===== src/rtl/regfile_checker_pkg.sv =====
// Shared types and constants for the register-file self-check block.
package regfile_checker_pkg;

    localparam int unsigned NREGS    = 32;
    localparam int unsigned REG_W    = 5;
    // Check-table values are stored at this width and compared zero-extended.
    localparam int unsigned MAX_XLEN = 64;

    typedef enum logic [1:0] {
        IDLE,
        WAIT,
        CHECK,
        DONE
    } state_e;

    typedef struct packed {
        logic                en;
        logic [REG_W-1:0]    regno;
        logic [MAX_XLEN-1:0] val;
    } check_entry_t;

endpackage


===== src/rtl/regfile_shadow.sv =====
// Snoop copy of the CPU register file: one write port, x0 held at zero,
// one combinational read port, synchronous clear.
module regfile_shadow
    import regfile_checker_pkg::*;
#(
    parameter int unsigned XLEN = 32
) (
    input  logic             clk,
    input  logic             reset,
    input  logic             we,
    input  logic [REG_W-1:0] waddr,
    input  logic [XLEN-1:0]  wdata,
    input  logic [REG_W-1:0] raddr,
    output logic [XLEN-1:0]  rdata_c
);

    logic [XLEN-1:0] mem [NREGS];

    always_ff @(posedge clk) begin
        if (reset) begin
            for (int unsigned i = 0; i < NREGS; i++) begin
                mem[i] <= '0;
            end
        end else if (we && (waddr != '0)) begin
            mem[waddr] <= wdata;
        end
    end

    // Reads see the registered contents, so a same-cycle write is not visible.
    assign rdata_c = (raddr == '0) ? '0 : mem[raddr];

endmodule


===== config.mk =====
export PLATFORM = sky130hd
export DESIGN_NAME = regfile_shadow
export DESIGN_NICKNAME = d
export VERILOG_FILES = /design/src/rtl/regfile_checker_pkg.sv /design/src/rtl/regfile_shadow.sv
export SDC_FILE = /design/constraint.sdc
export NUM_CORES = 1
export LEC_CHECK = 0
export CORE_ASPECT_RATIO = 0.75
export CORE_MARGIN = 1.5
export CORE_UTILIZATION = 42
export CTS_BUF_LIST = sky130_fd_sc_hd__clkbuf_16
export DETAILED_ROUTE_END_ITERATION = 12
export HOLD_SLACK_MARGIN = 0.15
export PLACE_DENSITY = 0.65
export SKIP_CTS_REPAIR_TIMING = 1
export SYNTH_ARGS = -nofsm -noshare
export SYNTH_HDL_FRONTEND = slang
export SYNTH_SLANG_ARGS = --single-unit

===== constraint.sdc =====
create_clock -name clk -period 2.5 [get_ports clk]
set_input_delay 0.5 -clock clk [delete_from_list [all_inputs] [get_ports clk]]
set_output_delay 0.5 -clock clk [all_outputs]
set_load 0.05 [all_outputs]

==> results of run 1 <==
path summary, 6_finish.rpt:
| check | to | cells after the start | slack, ps | start |
|---|---|---|---|---|
| setup / recovery | rdata_c[8] | 7 | -430 | raddr[3] |
| hold / removal | mem[0][5] | 2 | 320 | reset |
power groups by stage:
stage	logic (mW)	registers [mW]	clock network, mW
finish	4.50	20.1	13.9
global placement	4.12	20.4	0
CTS	4.19	20.1	14.1
detailed placement	4.17	20.4	0
global route	4.68	20.1	14.7
floorplan	2.29	20.3	0
per-layer routing:
| metal | wire, um | vias to the layer above | track usage [%] |
|---|---|---|---|
| met4 | 2622 | 0 | 5.408 |
| met3 | 11640 | 173 | 4.225 |
| met2 | 59360 | 1229 | 34.87 |
| met5 | 0 | - | 0 |
| met1 | 56430 | 14300 | 34.07 |
| li1 | - | 11530 | - |
cells by family after synthesis:
| group | after synthesis | share of synthesized area [%] |
|---|---|---|
| AND/OR/NAND/NOR | 1127 | 14.96 |
| flip-flops | 1024 | 66.23 |
| multiplexers | 320 | 13.02 |
| buffers and inverters | 296 | 2.938 |
| AO/OA/AOI/OAI | 183 | 2.835 |
| other | 1 | 0.008077 |
cell type report:
| cell class | count | share of cell area (%) |
|---|---|---|
| clock inverter | 68 | 0.7369 |
| antenna | 3 | 0.01320 |
| multi-input combinational | 1662 | 27.86 |
| timing repair buffer | 486 | 9.793 |
| tap | 1444 | 3.176 |
| clock buffer | 99 | 4.355 |
| inverter | 1 | 0.006599 |
| sequential | 1024 | 54.06 |
placed cells by master, fill, tap and decap left out, drive strengths merged, types with 32 or more instances in the layout:
| cell | netlist | final |
|---|---|---|
| edfxtp | 1024 | 1024 |
| and2 | 993 | 993 |
| buf | 76 | 443 |
| mux4 | 224 | 224 |
| clkbuf | 219 | 104 |
| mux2i | 64 | 64 |
| o21ai | 55 | 55 |
| clkdlybuf4s50 | 0 | 38 |
| nor2 | 35 | 35 |
| nor2b | 34 | 34 |
| clkinv | 0 | 33 |
| a311oi | 32 | 32 |
| conb | 1 | 32 |
| or2 | 32 | 32 |
| a22oi | 32 | 32 |
| a211oi | 32 | 32 |
| mux2 | 32 | 32 |
metrics by stage:
step | cells | area (um2) | hold slack [ps] | worst slack [ps]
5_1_grt | 4784 | 56870 | 297.5 | -503.9
3_3_place_gp | 4586 | 52780 | 969.9 | -791.3
4_1_cts | 4753 | 55680 | 279.3 | -787.8
6_report | 4787 | 56880 | 318.5 | -428.3
3_5_place_dp | 4586 | 52780 | 1000 | -777.2
2_1_floorplan | 2982 | 47330 | 698.2 | -44.55
==> impl_metrics.yaml, run 1 <==
clock_tree:
  root_buffer: "clkbuf_16"
  htree_levels: 3
  clockBufferDepth: 3
  cts_tree: "built"
  cts_made_buffers: 95
  clkTransAtPathRegs_ps: 60
  cts_sinks: 1024
final_layout:
  register_area_um2: 30750
  multi_input_area_um2: 15850
  largest-register: "mem"
  drive_gt1_share_pct: 30.84
  area_growth_pct: 22.52
  layout.nets: 3315
  reg_top3: "mem: 1024 flops"
  fill_cells: 8799
  largest_reg_flops: 1024
  fin_util_pct: 51.98
place:
  gp_congestion: 0.8481
  port_buffers: 76
  dp_hpwl_um: 85260
die:
  die_h_um: 290.9
  ios: 77
  core_um2: 109400
  start_util_pct: 42.42
  dieWidth_um: 386.9
  die_area_um2: 112600
  fp-row-count: 105
worst_setup_path:
  cp_top_family: "buffers and inverters"
  critPathBufInv: 4
  path_max_fanout: 32
  critPathLaunchType: "primary input"
  cp_slowest_cell: "a311oi_4"
  worstPathRequired_ps: 2000
  crit_arrival_ps: 2430
  critPathKind: "in2out"
  cp-end-kind: "output pin"
  slowest_delay_ps: 470
  path_cells: "buf_2, or2_1, buf_6, a211oi_1, buf_4, a311oi_4, buf_12"
synthesis:
  synth_area_um2: 46430
  synthCells: 2951
  yosysUniqueCellTypes: 34
  syn_area_per_cell_um2: 15.73
  synth_seq_cells: 1024
  ys_async_sr_fraction_pct: 0
  synth_area_leaders: "edfxtp_1 (66%), and2_1 (13%), mux4_2 (11%)"
  synth_flop_cell: "edfxtp_1"
  synth_commonest_cells: "edfxtp_1 (1,024), and2_1 (993), mux4_2 (224), clkbuf_1 (219), mux2i_1 (64)"
  yosysMostFrequentCell: "edfxtp_1"
  synth_edf_count: 1024
  synth.largest_area_cell: "edfxtp_1"
  seq_area_frac_synth_pct: 66.23
  yosys.area.top_type_share_pct: 66.23
  yosys_warnings: 0
pwr:
  power_frac_clock_pct: 36.2
  swShare_pct: 23.55
  power_mw: 38.49
  pwr-share-comb_pct: 11.7
  power_density_nw_per_um2: 676.7
  intPower_mw: 29.43
  seqPwrFrac_pct: 52.1
  power_switching_mw: 9.064
  p_leak_nw: 20.24
  ir_drop_v: 0.0006806
run:
  drv_cap: 0
global_routing:
  grt_pass1_vias: 27850
  grt_max_degree: 57
  grt_pass1_wl_um: 189100
  antenna_found_initial: 5
  grt_usage_pct: 22.89
  overflow: 0
routing:
  routed_via_density: 5.689
  wl_per_cell_um: 27.17
  via_count: 27240
  ant_nets: 0
  drt_iter0_drc: 3053
  drt_pass1_iterations: 6
  wl_um: 130100
  drc_errors: 0
min_path:
  hold_path_class: "in2reg"
timing:
  worst_slack_ps: -428.3
  finalHoldViolations: 0
  max_freq_mhz: 341.5
  setup-tns-final_ps: -11480
  finalMaxSlewViolations: 0
  worst_pin_slew_ps: 585.9
  max_slew_margin_pct: 60.85
  timing.final.crit_share_pct: 117.1
  fin_crit_ps: 2928
  setup_viol: 32
  rsz0062_at_grt: "yes"
status:
  failed_checks: "setup timing"
  outcome: "finished with violations"
(Power assumes the default switching activity.)
==> run 2: changes to the inputs <==
- CTS_BUF_LIST: sky130_fd_sc_hd__clkbuf_16 -> default
==> run 2 against run 1 <==
The flow still finishes with violations (setup timing). Non-clock buffer count stayed put. Combinational power barely moved. Clock power hardly changed. Critical endpoint is now rdata_c[16]. Largest cell class unchanged. Highest routed layer unchanged.
==> impl_metrics.yaml, run 2 (synthesized netlist as in run 1, its figures left out) <==
routing:
  ant_nets: 0
  wl_met2_um: 59340
  drt_pass1_iterations: 8
  wl_per_cell_um: 27.18
  routed_via_density: 5.696
  via_count: 27260
  drc_errors: 0
  routed.top_layer: "met4"
  met1_length_um: 56430
  wl_um: 130100
  drt_iter0_drc: 2948
  routed-wl-met3_um: 11770
place:
  dp_hpwl_um: 85260
  port_buffers: 76
  gp_congestion: 0.8481
  dpl_cell_area_um2: 52780
worst_setup_path:
  crit_arrival_ps: 2440
  critPathCapture: "rdata_c[16]"
  cp_top_family: "buffers and inverters"
  path_cells: "buf_12, buf_12, buf_4, or4_4, buf_12, o21ai_2, a311oi_4, buf_12"
  cp-end-kind: "output pin"
  worstPathRequired_ps: 2000
  critPathBufInv: 5
  slowest_delay_ps: 530
  path_max_fanout: 17
  critPathKind: "in2out"
  cp_slowest_cell: "a311oi_4"
  crit_path_start: "raddr[2]"
  crit_cells: 8
  path_common_cell: "buf_12"
  critPathLaunchType: "primary input"
timing:
  setup_viol: 32
  fin_crit_ps: 2944
  max_slew_margin_pct: 60.83
  rsz0062_at_grt: "yes"
  holdWs_ps: 320.6
  worst_slack_ps: -443.6
  timing.final.crit_share_pct: 117.7
  finalMaxSlewViolations: 0
  finalHoldViolations: 0
  worst_pin_slew_ps: 586.2
  max_freq_mhz: 339.7
die:
  start_util_pct: 42.42
  ios: 77
  core_um2: 109400
  dieWidth_um: 386.9
  die_area_um2: 112600
  die_h_um: 290.9
  fp-row-count: 105
pwr:
  p_leak_nw: 20.13
  power_density_nw_per_um2: 678.6
  power_mw: 38.60
  ir_drop_v: 0.0006814
final_layout:
  design_area_um2: 56880
  largest-register: "mem"
  drive_gt1_share_pct: 30.84
  fin_util_pct: 51.98
  layout_commonest_cell: "edfxtp_1"
  largest_reg_flops: 1024
  final_cell_mix: "edfxtp_1 (1,024), and2_1 (993), buf_4 (278), mux4_2 (224), buf_12 (121)"
  layout.nets: 3315
  reg_top3: "mem: 1024 flops"
  area_growth_pct: 22.52
status:
  outcome: "finished with violations"
  failed_checks: "setup timing"
clock_tree:
  clkTransAtPathRegs_ps: 60
  cts_tree: "built"
  cts_made_buffers: 95
  clockBufferDepth: 3
  htree_levels: 3
  root_buffer: "clkbuf_16"
  cts_sinks: 1024
global_routing:
  antenna_found_initial: 5
  grt_max_degree: 57
  grt_usage_pct: 22.89
  overflow: 0
  grt_pass1_wl_um: 189100
  grt_pass1_vias: 27850
min_path:
  hold_path_class: "in2reg"
run:
  drv_cap: 0
==> run 2: routing by layer <==
layer | global-route usage [%] | vias to the layer above
met5 | 0 | -
met4 | 5.408 | 0
met3 | 4.225 | 166
met2 | 34.87 | 1239
met1 | 34.07 | 14330
li1 | - | 11530
==> run 2: worst min-delay path by stage <==
| stage | start | end | slack, ps | cells past startpoint |
|---|---|---|---|---|
| floorplan | wdata[31] | mem[1][31] | 700 | 1 |
| global placement | reset | mem[0][5] | 970 | 2 |
| detailed placement | reset | mem[0][5] | 1000 | 2 |
| CTS | reset | mem[0][5] | 280 | 2 |
| global route | reset | mem[0][5] | 300 | 2 |
| finish | reset | mem[0][5] | 320 | 2 |
==> run 2: where the power goes <==
group          switching [mW]  internal [mW]
Sequential              0.267           19.8
Clock                    6.31           7.73
Combinational            2.48           2.02
Total                    9.06           29.5
==> run 2: stage by stage <==
stage                     instances  TNS [ps]  setup slack [ps]
final                          4786    -11400            -443.6
after global routing           4784    -12820            -503.9
after detailed placement       4586    -33850            -777.2
after global placement         4586    -23030            -791.3
after CTS                      4753    -17480            -787.8
after floorplan                2982    -804.2            -44.55
==> run 2: cell type report <==
cell class	instances	area, um2
timing repair buffer	486	5570
sequential	1024	30750
multi-input combinational	1662	15850
clock buffer	126	2579
antenna	2	5.005
inverter	1	3.754
fill	8800	52560
tap	1444	1807
clock inverter	41	317.8
